File: src/rtl/ifu_pkg.sv
// ifu_pkg: fetch FSM state codes, word geometry and the word/PC record shared by the fetch unit
package ifu_pkg;
    typedef logic [1:0] ifu_state_t;
    localparam ifu_state_t  ST_FETCH   = 2'd0;
    localparam ifu_state_t  ST_WAIT    = 2'd1;
    localparam ifu_state_t  ST_HOLD    = 2'd2;
    localparam int          INST_BYTES = 4;
    localparam logic [31:0] PC_STEP    = 32'd4;
    typedef struct packed {
        logic [31:0] inst;
        logic [31:0] pc;
    } ifu_word_t;
endpackage

File: src/rtl/ifu_word_assembler.sv
// ifu_word_assembler: shifts returning memory bytes into a big-endian word and pulses word_done
module ifu_word_assembler
    import ifu_pkg::*;
(
    input  logic        i_clk,
    input  logic        i_rst_n,
    input  logic        i_issue,
    input  logic        i_flush,
    input  logic [7:0]  i_rdata,
    output logic        o_word_done,
    output logic [31:0] o_word
);
    logic        r_due;
    logic [1:0]  r_cnt;
    logic [23:0] r_sh;

    // r_due marks a byte arriving this cycle; a flush discards the byte still in flight
    always_ff @(posedge i_clk or negedge i_rst_n) begin
        if (!i_rst_n) begin
            r_due <= 1'b0;
            r_cnt <= '0;
            r_sh  <= '0;
        end else begin
            r_due <= i_issue && !i_flush;
            if (i_flush) begin
                r_cnt <= '0;
            end else if (r_due) begin
                r_cnt <= r_cnt + 2'd1;
                r_sh  <= {r_sh[15:0], i_rdata};
            end
        end
    end

    assign o_word_done = r_due && (r_cnt == 2'(INST_BYTES - 1)) && !i_flush;
    assign o_word      = {r_sh, i_rdata};
endmodule

File: src/rtl/instr_fetch_unit.sv
// instr_fetch_unit: byte-serial fetch of big-endian 32-bit words with valid/ready output and redirect;
// define IFU_PREFETCH_EN to add a one-word skid buffer and keep issuing while a word is held
module instr_fetch_unit
    import ifu_pkg::*;
#(
    parameter int          ADDR_W   = 5,
    parameter logic [31:0] RESET_PC = 32'h0
) (
    input  logic              i_clk,
    input  logic              i_rst_n,
    output logic              o_imem_req,
    output logic [ADDR_W-1:0] o_imem_addr,
    input  logic [7:0]        i_imem_rdata,
    input  logic              i_redirect_valid,
    input  logic [31:0]       i_redirect_pc,
    output logic              o_inst_valid,
    input  logic              i_inst_ready,
    output logic [31:0]       o_inst,
    output logic [31:0]       o_inst_pc,
    output logic [31:0]       o_inst_pc4
);
    ifu_state_t  r_state;
    logic [1:0]  r_k;
    logic [31:0] r_fpc;
    logic        r_pend;
    logic        r_out_v;
    ifu_word_t   r_out;
    logic        w_room;
    logic        w_issue;
    logic        w_hs;
    logic        w_done;
    logic [31:0] w_word;
    ifu_word_t   w_new;

`ifdef IFU_PREFETCH_EN
    logic      r_skid_v;
    ifu_word_t r_skid;
    localparam ifu_state_t ST_AFTER_LAST = ST_FETCH;
    // a new word may only start if every word already in flight or held still has a slot
    assign w_room = (r_k != 2'd0) || !r_out_v || (!r_skid_v && !r_pend);
`else
    localparam ifu_state_t ST_AFTER_LAST = ST_WAIT;
    assign w_room = 1'b1;
`endif

    assign w_issue      = (r_state == ST_FETCH) && w_room;
    assign o_imem_req   = i_rst_n && w_issue;
    assign o_imem_addr  = r_fpc[ADDR_W-1:0] + ADDR_W'(r_k);
    assign w_hs         = r_out_v && i_inst_ready;
    assign w_new        = {w_word, r_fpc - PC_STEP};
    assign o_inst_valid = r_out_v;
    assign o_inst       = r_out.inst;
    assign o_inst_pc    = r_out.pc;
    assign o_inst_pc4   = r_out.pc + PC_STEP;

    ifu_word_assembler u_asm (
        .i_clk       (i_clk),
        .i_rst_n     (i_rst_n),
        .i_issue     (w_issue),
        .i_flush     (i_redirect_valid),
        .i_rdata     (i_imem_rdata),
        .o_word_done (w_done),
        .o_word      (w_word)
    );

    // fetch FSM, byte counter and fetch PC; fpc moves on once the last byte of a word is issued
    always_ff @(posedge i_clk or negedge i_rst_n) begin
        if (!i_rst_n) begin
            r_state <= ST_FETCH;
            r_k     <= '0;
            r_fpc   <= RESET_PC;
            r_pend  <= 1'b0;
        end else if (i_redirect_valid) begin
            r_state <= ST_FETCH;
            r_k     <= '0;
            r_fpc   <= i_redirect_pc & ~32'd3;
            r_pend  <= 1'b0;
        end else begin
            if (w_issue) r_k <= r_k + 2'd1;
            if (w_issue && r_k == 2'd3) begin
                r_fpc   <= r_fpc + PC_STEP;
                r_pend  <= 1'b1;
                r_state <= ST_AFTER_LAST;
            end else if (w_done) begin
                r_pend  <= 1'b0;
                r_state <= (r_state == ST_WAIT) ? ST_HOLD : r_state;
            end else if (w_hs && r_state == ST_HOLD) begin
                r_state <= ST_FETCH;
            end
        end
    end

    // presented word (and skid slot when prefetching); a redirect drops everything held
    always_ff @(posedge i_clk or negedge i_rst_n) begin
        if (!i_rst_n) begin
            r_out_v  <= 1'b0;
            r_out    <= {32'd0, RESET_PC};
`ifdef IFU_PREFETCH_EN
            r_skid_v <= 1'b0;
            r_skid   <= '0;
`endif
        end else if (i_redirect_valid) begin
            r_out_v  <= 1'b0;
`ifdef IFU_PREFETCH_EN
            r_skid_v <= 1'b0;
`endif
        end else begin
`ifdef IFU_PREFETCH_EN
            if (w_hs && r_skid_v) begin
                r_out    <= r_skid;
                r_skid_v <= w_done;
                if (w_done) r_skid <= w_new;
            end else if (w_hs || !r_out_v) begin
                r_out_v <= w_done;
                if (w_done) r_out <= w_new;
            end else if (w_done) begin
                r_skid_v <= 1'b1;
                r_skid   <= w_new;
            end
`else
            if (w_done) begin
                r_out_v <= 1'b1;
                r_out   <= w_new;
            end else if (w_hs) begin
                r_out_v <= 1'b0;
            end
`endif
        end
    end
endmodule
File: config.mk
export PLATFORM = sky130hd
export DESIGN_NAME = instr_fetch_unit
export DESIGN_NICKNAME = d
export VERILOG_FILES = /design/src/rtl/ifu_pkg.sv /design/src/rtl/ifu_word_assembler.sv /design/src/rtl/instr_fetch_unit.sv
export SDC_FILE = /design/constraint.sdc
export NUM_CORES = 1
export LEC_CHECK = 0
export CAP_MARGIN = 0
export CELL_PAD_IN_SITES_DETAIL_PLACEMENT = 2
export CELL_PAD_IN_SITES_GLOBAL_PLACEMENT = 2
export CORE_ASPECT_RATIO = 0.7
export CORE_MARGIN = 3
export CORE_UTILIZATION = 31
export CTS_BUF_LIST = sky130_fd_sc_hd__clkbuf_2
export CTS_CLUSTER_SIZE = 30
export DETAILED_ROUTE_END_ITERATION = 16
export PLACE_DENSITY = 0.78
export SYNTH_ARGS = -nofsm -noshare
export SYNTH_HDL_FRONTEND = slang
export SYNTH_SLANG_ARGS = --single-unit
File: constraint.sdc
create_clock -name i_clk -period 4.4 [get_ports i_clk]
set_input_delay 0.44 -clock i_clk [delete_from_list [all_inputs] [get_ports i_clk]]
set_output_delay 0.44 -clock i_clk [all_outputs]
set_load 0.01 [all_outputs]
==> results, run 1 <==
- The flow ran to the end, and the final reports show no timing, DRC or antenna violations.
- The power density over the cells is 438 mW/mm^2.
- The post-route netlist has under 10% of its cells at a drive strength greater than 1.
- Before CTS, the worst setup slack after placement is between 1000 and 1500 ps.
- The utilization after layout is about two fifths.
- The cell at the root of the clock tree is sky130_fd_sc_hd__clkbuf_2.
- Leaving out fill and tap cells, the most frequent cell in the layout is sky130_fd_sc_hd__clkdlybuf4s50_1.
- The routing usage on met3 is about 4%.
- The width of the chip is around 180 um.
- The maximum number of pins on one net before global-route repair is between 90 and 100.
- The first TritonRoute pass finished after 4 iterations.
- The mapped netlist covers 0.00633 mm^2.
- The highest-delay cell along the critical path is sky130_fd_sc_hd__nor4_1.
- The synthesized netlist contains 42 unique library cells.
- The peak supply drop is 0.137 mV.
- The CTS clock-pin slew for the worst setup and hold paths is 180 ps.
- The final clock period utilization by the worst path is 84.7%.
- The starting density of the core is 31.8%.
- The final route contains about 5000 vias.
- In the routed design, unresolved DRC markers number 0.
- The net count of the finished layout is just under 800.
- The total I/O pin count is 147.
- The xor and xnor fraction of the mapped netlist area is roughly an eighth.
- The buffer count from post-CTS setup fixing is 0.
- The global routing stage identified its most utilized layer as met2.
- Setup violations remaining at the end of the flow were counted as 0.
- The core region is about 0.02 mm^2.
- The sequential share of the synthesized area is approximately half.
- The cell type with the largest total area after synthesis is sky130_fd_sc_hd__dfrtp_1.
- The clock net in this run drives a total of 124 sinks.
- During synthesis, Yosys emitted a total of 0 warnings.
- The via count of the first global-routing pass was approximately 5600.
- The power after layout is ~0.0036 W.
- The critical path is of the reg2out type.
- For the worst setup path, the data required time is between 3000 and 4000 ps.
- The remaining global-route overflow is 0.
- The max-cap check violation count is 0.
- The CTS H-tree depth is 4.
- The smallest clock period supported by the final layout is computed as 3730 ps.
- The violation count after the first detailed-routing iteration is approximately 200.
- The met1 global-route usage is about 25%.
- The final-report hold violation count is 0.
- The per-cell via count in the routed design is 4.86.
- The number of standard cells in the layout, taps in and fillers out is 1027.
- After layout, the worst setup slack is a little under 700 ps.
- In this run, CTS created clock tree buffers numbering 17.
- In this run the worst hold path is classified as in2async.
- The area of the die is 0.0222 mm^2.
- For the worst-skew pair, the clock arrives at the later sink with an insertion delay of 670 ps.
- The first global-routing pass estimated 31.0 mm of wire.
- The post-placement cell count is 994.
- The area share of the leading cell type in the synthesized netlist is slightly below 50%.
- In this run, synthesis produced a sequential element count of 124.
- The clock skew is between 40 and 50 ps.
- Broken down by cell family, the worst path's largest delay share belongs to simple AND/OR/NAND/NOR gates.
- The normalized max-slew margin is between 30% and 40%.
- TritonCTS built the clock tree.
- The portion of synthesized area spent on multiplexers is between 10% and 20%.
- The filler cells instantiated in the layout total approximately 2100.
- The startpoint kind of the worst setup timing path is a flip-flop.
- The synthesized area per cell is 10.2 um^2.
- The buffer and inverter count on the worst path is 1.
- The biggest fanout along the worst timing path is 7.
- The synthesized netlist devotes 5.48% of its cell area to compound gates.
- Setup repair after global routing left no endpoint under its margin.
- For this run, the total global-route usage over all layers was measured as about 18%.
- The clock passes through at most 2 buffers.
- The sum of negative setup slack is 0 ps.
- After synthesis, the largest family of logic cells by area is simple AND/OR/NAND/NOR gates.
- For met2 alone, demand over resource in global routing was 28.5%.
- At the pin with the least slew margin, the transition time is slightly above 1000 ps.
- The critical path arrival is between 3000 and 4000 ps.
- The number of routed nets with antenna violations is 0.
- The die span in y is roughly 130 um.
- STA classifies the critical path endpoint as an output pin.
- The signal on the critical path passes through nand4_1 > nor4_1 > nand3_1 > nor2_1 > xor2_1 > clkdlybuf4s50_1.
- In the layout the commonest cells are sky130_fd_sc_hd__clkdlybuf4s50_1, sky130_fd_sc_hd__dfrtp_1, sky130_fd_sc_hd__nand2_1.
- Summing the areas of all and, or, nand and nor instances in the mapped netlist gives between 15 and 20% of the synthesized area.
- The fraction of the mapped netlist area in adder cells is under 10%.
- The number of pins with negative max-slew slack in the final report was 0.
- The largest single stage delay on the critical path is 680 ps.
- In the synthesized netlist, the number of instances is 620.
- In this run the static leakage power is between 3 and 4 nW.
- The routed wire length is between 15 and 20 mm.
- Buffers placed on the I/O ports in this run total between 100 and 150.
- The area growth from synthesis to layout is 29.5%.
- The maximum clock frequency is ~270 MHz.
- The antenna cell count is 0.
- The number of antenna violations at the first check in global routing is 0.
- Row generation in the floorplan step produced 43 rows.
- At the end of routability-driven placement, the weighted congestion stood at ~0.84.
- Detailed placement finished with a half-perimeter wire length of approximately 14 mm.
- The wire length per cell after detailed routing is between 15 and 20 um.
- In the post-synthesis netlist, the biggest area contributors are sky130_fd_sc_hd__dfrtp_1, sky130_fd_sc_hd__xnor2_1, sky130_fd_sc_hd__mux2_2, sky130_fd_sc_hd__nand2_1, sky130_fd_sc_hd__mux2_1.
state kept, by name (all words and copies together), names as in the netlist:
signal	flops
o_inst	32
o_inst_pc	30
o_inst_valid	1
r_fpc	30
r_k	2
r_state	2
u_asm.r_cnt	2
u_asm.r_due	1
u_asm.r_sh	24
kinds of logic after synthesis:
logic type,Yosys count
xor gates and xnor gates,88
muxes,59
and+or+nand+nor,221
other,1
adders and majority gates,6
buffers and inverters,54
AOI/OAI and AO/OA,67
DFF,124
path summary, 6_finish.rpt:
check	end	from	depth (start not counted)	slack [ps]
worst min register to register	o_inst[26]$_DFFE_PN0P_	o_inst[26]$_DFFE_PN0P_	1	510
max in group asynchronous	o_inst[17]$_DFFE_PN0P_	i_rst_n	3	3080
worst min-delay path	o_inst_pc[30]$_DFFE_PN0P_	i_rst_n	2	280
worst max register to register	o_inst_pc[25]$_DFFE_PN0P_	r_fpc[10]$_DFFE_PN0N_	5	1970
worst max-delay path	o_inst_pc4[31]	o_inst_pc[6]$_DFFE_PN0P_	6	670
min in group i_clk	r_fpc[22]$_DFFE_PN0N_	i_redirect_pc[22]	3	280
worst register-to-register path, stage by stage (launching register included):
cell	delay, ps
sky130_fd_sc_hd__dfrtp_1	500
sky130_fd_sc_hd__nor4_2	510
sky130_fd_sc_hd__nand3_1	480
sky130_fd_sc_hd__nor4_1	480
sky130_fd_sc_hd__xnor2_1	240
sky130_fd_sc_hd__o21ai_1	100
what timing repair did:
action | CTS | global route
gates resized for setup | 0 | 0
hold buffers | 1 | 0
hold endpoints to repair | 36 | 0
layer usage:
layer,up-vias,part of all wire [%]
li1,2354,-
met1,2533,49
met2,95,46
met3,6,3.7
met4,0,0.44
met5,-,0
power by group:
part	total, W	switching, W	leakage (nW)	internal (W)
Combinational	0.00111	0.000455	1.61	0.000650
Clock	0.000802	0.000435	0.152	0.000366
Sequential	0.00168	0.000290	1.59	0.00139
Total	0.00359	0.00118	3.34	0.00241
synth_stat cells (all sizes together):
cell type  instances
mux2              57
or4                1
inv                8
xnor2             62
nor4bb             1
and2               6
a31oi              1
and3               7
o21bai             1
mux2i              2
o21ai             60
buf               19
dfrtp            124
nand2b             1
nand4             19
nand2             86
o31a               1
nor4               9
nor2              28
ha                 6
xor2              26
nand3             23
nor2b              2
conb               1
clkbuf            27
or3                6
nor3              23
nor4b              3
nor3b              1
a21oi              4
and4               5
final cells by class:
cell class	instances	area [um^2]	share of cell area, %
flip-flops and latches	124	3100	37.9
multi-input cells	446	3010	36.7
repair buffers	147	1450	17.7
well taps	270	338	4.12
clock inverters	14	176	2.15
clock buffers	18	90.1	1.10
inverters	8	30.0	0.366
stage by stage:
stage	hold WS, ps	area [um^2]
2_1_floorplan	144	6340
3_3_place_gp	454	7920
3_5_place_dp	459	7920
4_1_cts	203	8200
5_1_grt	176	8200
6_report	277	8200
Note: power is estimated with default switching activity, not from simulation.
==> run 2, diff against run 1 <==
CORE_UTILIZATION = 29   (was 31)
PLACE_DENSITY = 0.76   (was 0.78)
clock period = 3.4 ns   (was 4.4 ns; I/O delays follow)
==> results, run 2 (synthesis gave the netlist of run 1 again) <==
- The share of total power dissipated in sequential elements is a little under half.
- The capturing point of the worst reg2reg path is o_inst_pc[30]$_DFFE_PN0P_.
- Combinational logic burns between 30% and 40% of the power.
- In this run switching power makes up about a third of total power.
- The fill cell instance count of the final layout is roughly 2200.
- Excluding fillers, the count of instances in the completed layout stands at 1050.
- The portion of total power attributed to the clock network is about 23%.
- The flow ran to the end, and the final reports show no timing, DRC or antenna violations.
- For the worst-skew pair, the clock arrives at the later sink with an insertion delay of roughly 700 ps.
- The data required time at the worst endpoint is about 3100 ps.
- Clock tree synthesis found a total of approximately 120 sinks.
- For flop-to-flop paths, the worst setup slack is 960 ps.
- The number of antenna violations at the first check in global routing is 1.
- Global routing used between 10% and 20% of the available tracks across all layers.
- Dividing the final minimum period by the clock period gives a little over nine tenths.
- Port buffering added 140 buffers.
- The startpoint kind of the worst setup timing path is a flip-flop.
- TritonCTS built the clock tree.
- Of all nets on the critical path, the largest fanout is 7.
- After global routing the overflow that remains totals 0.
- The total placed instance area is around 0.0079 mm^2.
- The signal on the critical path passes through nand4_1 > or3_4 > nor2_4 > buf_4 > xor2_1 > clkdlybuf4s50_1.
- The final weighted congestion in routability-driven placement is between 0.8 and 0.9.
- The total number of vias is slightly above 5000.
- The floorplan has 44 rows.
- Entering global routing, the biggest net connects 95 pins.
- The CTS clock-pin slew for the worst setup and hold paths is roughly 220 ps.
- The internal cell power is 0.00315 W.
- The detail route stage leaves a number of antenna-violating nets equal to 0.
- The final-report hold violation count is 0.
- Power spread over the standard cell area amounts to between 500 and 600 mW/mm^2.
- The worst-margin pin slew is about 1100 ps.
- The largest single stage delay on the critical path is 580 ps.
- The worst-case IR drop observed on VDD is just over 0.2 mV.
- Of the cells placed in the final design, the portion with a size suffix greater than 1 is between 10 and 15%.
- The worst setup path is captured at an output pin.
- The category of the critical setup timing path is reg2out.
- The most common library cell in the layout ignoring fill and taps is sky130_fd_sc_hd__clkdlybuf4s50_1.
- The routed wire length is 19.6 mm.
- For this run, design rule violations remaining after detail routing come to 0.
- Summing all non-filler instances in the final layout gives an area of between 0.008 and 0.009 mm^2.
- Clock tree synthesis selected as its root buffer the cell sky130_fd_sc_hd__clkbuf_2.
- In this run the standard cell core region covers 0.0211 mm^2.
- Once detailed placement completed, the half-perimeter wirelength came to approximately 14 mm.
- The worst path needs ~3200 ps of the cycle, external delays included.
- For this design, the slowest cell found on the critical path is sky130_fd_sc_hd__clkdlybuf4s50_1.
- The area of the die is approximately 0.024 mm^2.
- The die span in y is between 100 and 150 um.
- The clock tree buffer depth is 2.
- Setup violations remaining at the end of the flow were counted as 0.
- Summed over all nets, the switching power comes to 0.00157 W.
- The via count of the first global-routing pass is between 5000 and 6000.
- The worst pin sits at a relative slew slack of 27.7%.
- The first global-routing pass estimated about 31 mm of wire.
- The violation count after the first detailed-routing iteration is between 200 and 250.
- In the final design database the tool counted 810 nets.
- The first detailed-routing pass ran for 4 iterations.
- The maximum clock frequency is approximately 310 MHz.
- The width of the chip is roughly 180 um.
- The worst hold path belongs to the class in2async.
- The top cell types in the final layout, fill and taps aside, are sky130_fd_sc_hd__clkdlybuf4s50_1, sky130_fd_sc_hd__dfrtp_1, sky130_fd_sc_hd__nand2_1.
- The total I/O pin count is between 100 and 150.
- Measured in cells, the most critical reg-to-reg path has a length of 7.
- The post-placement cell count is 1000.
- The register with the most flip-flops in the layout has 32 of them.
- The area growth from synthesis to layout is 32.7%.
- The critical path arrival is roughly 2900 ps.
- Max-cap violations in this run came to 0.
- The number of pins with negative max-slew slack in the final report is 0.
- For this design the static power due to leakage is 3.55 nW.
- The starting density of the core is a little under a third.
- The per-cell via count in the routed design is 4.80.
- On the final layout, the worst clock skew is roughly 42 ps.
- The source of the worst register-to-register timing path is r_fpc[2]$_DFFE_PN0N_.
- The CTS H-tree depth is 4.
- In the final routed layout, each cell accounts on average for roughly 19 um.
- The number of CTS-inserted buffers is 17.
[run 2: cell types whose count changed in the layout (fill, tap and decap cells not counted), sizes merged, moves of 3 or more]
cell | before | now
dlymetal6s2s | 0 | 7
clkdlybuf4s50 | 138 | 128
dlygate4sd2 | 0 | 3
buf | 8 | 24
[run 2: repair_timing]
action,CTS,global route
pin swaps,2,5
setup buffers,8,8
hold buffers,1,0
setup endpoints to repair,13,10
hold endpoints to repair,27,0
resized for setup,12,12
[run 2: power by group through the flow]
| stage | Clock, W | Sequential, W | Combinational (W) |
|---|---|---|---|
| finish | 0.00107 | 0.00217 | 0.00148 |
| global route | 0.00118 | 0.00223 | 0.00161 |
| CTS | 0.00112 | 0.00217 | 0.00149 |
| detailed placement | 0 | 0.00221 | 0.00145 |
| global placement | 0 | 0.00217 | 0.00139 |
| floorplan | 0 | 0.00214 | 0.000587 |
[run 2: metal layers]
layer	up-vias	track usage [%]	part of all wire, %
met5	-	0	0
met4	0	3.76	0.57
met3	11	3.00	3.9
met2	92	27.1	47
met1	2545	23.1	49
li1	2395	-	-
[run 2: worst max path at each step]
stage                                end                     start  cells after the start
after CTS                 o_inst_pc4[24]  o_inst_pc[3]$_DFFE_PN0P_                      7
final                     o_inst_pc4[16]  o_inst_pc[9]$_DFFE_PN0P_                      6
after global placement    o_inst_pc4[26]  o_inst_pc[2]$_DFFE_PN0P_                      7
after global routing      o_inst_pc4[16]  o_inst_pc[9]$_DFFE_PN0P_                      6
after floorplan           o_inst_pc4[26]  o_inst_pc[2]$_DFFE_PN0P_                      6
after detailed placement  o_inst_pc4[26]  o_inst_pc[2]$_DFFE_PN0P_                      7
[run 2: worst max-delay path, delay by kind of cell, from the launching register on]
family                 cells  cell delay, ps
AND/OR/NAND/NOR            3             890
buffers and inverters      2             720
flip-flops                 1             450
XOR/XNOR                   1             160
[run 2: area by class of cell]
cell class,instances,area (um^2),share of cell area (%)
Clock inverter,15,198,2.35
Inverter,8,30.0,0.358
Sequential cell,124,3110,37.0
Timing Repair Buffer,163,1580,18.8
Multi-Input combinational cell,446,3040,36.2
Tap cell,276,345,4.11
Clock buffer,17,85.1,1.01
Antenna cell,1,2.50,0.0298
[run 2: stage by stage]
stage / TNS (ps) / util (%) / setup WS [ps] / total power [W] / hold slack [ps]
2_1_floorplan: 0 / - / 1260 / 0.00273 / 44.4
3_3_place_gp: 0 / 37.6 / 682 / 0.00356 / 302
3_5_place_dp: 0 / 37.6 / 528 / 0.00365 / 316
4_1_cts: 0 / 39.4 / 10.7 / 0.00478 / 33.8
5_1_grt: -43.7 / 39.8 / -33.3 / 0.00502 / 40.8
6_report: 0 / 39.8 / 158 / 0.00472 / 103
==> run 3, diff against run 2 <==
CORE_UTILIZATION = 31   (was 29)
DONT_BUFFER_PORTS = 1   (was unset)
PLACE_DENSITY = 0.65   (was 0.76)
==> results, run 3 (synthesis gave the netlist of run 1 again) <==
- The worst setup slack after layout is between 200 and 300 ps.
- The fraction of layout cells with a size suffix above 1 is 12.0%.
- VDD sags by at most around 0.17 mV.
- Dividing the detail-routed wire length by the instance count gives between 15 and 20 um.
- The detailed router used layers up to and including met4.
- TritonCTS created 17 clock buffers.
- The first-pass detailed-route iteration total is 4.
- The number of antenna violations at the first check in global routing is 3.
- The worst setup path is of the reg2out kind.
- The number of setup buffers added after CTS is 0.
- The highest-delay cell along the critical path is sky130_fd_sc_hd__dfrtp_1.
- The maximum clock frequency is between 300 and 400 MHz.
- STA puts the critical path data required time at 3060 ps.
- The via count of the first global-routing pass is 5071.
- The power density over the cells is approximately 540 mW/mm^2.
- The routed wire length is 18.0 mm.
- The buffer and inverter count on the worst path is 0.
- The register with the most flip-flops in the layout has 32 of them.
- The final critical delay including setup and external delays is about 3100 ps.
- Max-cap violations in this run came to 0.
- TritonCTS built the clock tree.
- The worst-margin pin slew is between 800 and 900 ps.
- The biggest fanout along the worst timing path is 8.
- Across every metal layer, demand over resource in global routing totals ~17%.
- After global routing the overflow that remains totals 0.
- The global-route wire length before repair is around 29 mm.
- The CTS H-tree depth is 4.
- The final-report hold violation count was 0.
- The maximum number of pins on one net before global-route repair is roughly 130.
- The total number of vias is roughly 4600.
- The critical path arrival is between 2000 and 3000 ps.
- The final clock period utilization by the worst path is around nine tenths.
- The library cells used most frequently in the layout, excluding fill and tap cells, are sky130_fd_sc_hd__dfrtp_1, sky130_fd_sc_hd__nand2_1, sky130_fd_sc_hd__xnor2_1.
- In this run the static leakage power is between 3 and 4 nW.
- The core region is 0.0199 mm^2.
- Broken down by cell family, the worst path's largest delay share belongs to simple AND/OR/NAND/NOR gates.
- The net count of the finished layout is ~700.
- For the final database, setup skew stands at 36.0 ps.
- Summed over all nets, the half-perimeter wirelength after detailed placement is about 13 mm.
- The total I/O pin count is ~150.
- Setup repair after global routing left no endpoint under its margin.
- The final setup violation count is 0.
- The most common library cell in the layout ignoring fill and taps is sky130_fd_sc_hd__dfrtp_1.
- The category of the worst setup path capture point is an output pin.
- The normalized max-slew margin is between 40% and 50%.
- The flow ran to the end, and the final reports show no timing, DRC or antenna violations.
- The starting density of the core is 31.8%.
- Prior to clock tree synthesis, the placed netlist has a worst setup slack of about 890 ps.
- The detailed-route DRC error count is 0.
- The floorplan has 43 rows.
- The floorplan step defined a die boundary enclosing roughly 0.022 mm^2.
- The cell at the root of the clock tree is sky130_fd_sc_hd__clkbuf_2.
- The width of the chip is 177 um.
- The path class of the tightest hold or removal check is in2reg.
- The total met2 wirelength after detailed routing is between 7 and 8 mm.
- The fill cell instance count of the final layout is between 2000 and 2500.
- The wire length on met1 is 8.76 mm.
- The area growth from synthesis to layout is 14.2%.
- The critical path's largest stage delay is about 540 ps.
- The detail route stage leaves a number of antenna-violating nets equal to 0.
- The CTS clock-pin slew for the worst setup and hold paths is approximately 200 ps.
- Walking the worst path, the cells encountered are ha_1 > nand3_1 > or3_1 > nor2_4 > nand4_1 > xnor2_2.
- The sum of negative setup slack is 0 ps.
- The number of pins with negative max-slew slack in the final report is 0.
- The clock passes through at most 2 buffers.
- In the detailed route, the total length drawn on met3 is between 1 and 1.5 mm.
- The violation count after the first detailed-routing iteration is 172.
- Port buffering added 0 buffers.
- At the end of routability-driven placement, the weighted congestion stood at about 0.74.
- The clock insertion delay at the later pin of the skew report is 670 ps.
- STA classifies the critical path startpoint as a flip-flop.
- CTS saw about 120 sinks.
- From bottom edge to top edge, the die measures around 130 um.
- The per-cell via count in the routed design is between 4 and 5.
==> run 3: cell types whose count changed in the layout (fill, tap and decap cells not counted), moves of 3 or more <==
cell | before | now
sky130_fd_sc_hd__buf_4 | 23 | 4
sky130_fd_sc_hd__bufinv_16 | 4 | 1
sky130_fd_sc_hd__clkdlybuf4s50_1 | 128 | 0
sky130_fd_sc_hd__dfrtp_1 | 118 | 124
sky130_fd_sc_hd__dfrtp_2 | 6 | 0
sky130_fd_sc_hd__dlygate4sd2_1 | 3 | 0
sky130_fd_sc_hd__dlygate4sd3_1 | 1 | 42
sky130_fd_sc_hd__dlymetal6s2s_1 | 7 | 0
sky130_fd_sc_hd__inv_6 | 1 | 5
==> run 3: final timing paths <==
kind / from / endpoint / slack, ps / depth (start not counted)
worst max-delay path: o_inst_pc[2]$_DFFE_PN0P_ / o_inst_pc4[22] / 290 / 6
worst min-delay path: i_redirect_valid / r_state[1]$_DFFE_PN0P_ / 210 / 4
worst max register to register: r_k[0]$_DFFE_PN0P_ / r_fpc[28]$_DFFE_PN0N_ / 920 / 7
worst min register to register: u_asm.r_sh[18]$_DFFE_PN0P_ / o_inst[26]$_DFFE_PN0P_ / 510 / 1
max in group asynchronous: i_rst_n / r_k[1]$_DFFE_PN0P_ / 2580 / 2
min in group asynchronous: i_rst_n / o_inst_pc[27]$_DFFE_PN0P_ / 270 / 2
==> run 3: through the flow <==
step                util [%]  total power, W  std cells  cell area [um^2]  hold WS, ps
floorplan                  -         0.00273        624              6340         44.4
global placement        32.7         0.00291        852              6510         47.7
detailed placement      32.7         0.00298        852              6510         47.5
CTS                     36.2         0.00401        928              7210         76.8
global route            36.3         0.00421        931              7230         97.1
finish                  36.3         0.00392        931              7230          206
==> run 3: worst min-delay path: cells and delay by family <==
family                 cells  cell delay [ps]
buffers and inverters      1              230
AND/OR/NAND/NOR            1               30
AO/OA/AOI/OAI              2              250
==> run 3: cell type report <==
class                      instances  area, um^2  share of cell area (%)
antenna                            3        7.51                   0.104
clock buffer                      18        90.1                    1.25
clock inverter                    14         135                    1.87
inverter                           8        30.0                   0.415
multi-input combinational        446        3020                    41.8
sequential                       124        3100                    42.9
tap                              270         338                    4.67
timing repair buffer              48         505                    6.99
==> run 3: what timing repair did <==
item | CTS | global route
hold endpoints to repair | 178 | 0
endpoints found under the setup margin | 0 | 3
resized for setup | 0 | 2
hold buffers | 44 | 0
==> run 3: per-layer routing <==
layer | track usage [%] | vias to the layer above
met2 | 25.1 | 117
met4 | 4.71 | 0
li1 | - | 2164
met3 | 4.07 | 9
met5 | 0 | -
met1 | 24.0 | 2324
==> run 3: power by group <==
group,internal [W],switching [W],total [W]
Combinational,0.000358,0.000358,0.000716
Clock,0.000282,0.000621,0.000903
Sequential,0.00180,0.000508,0.00230
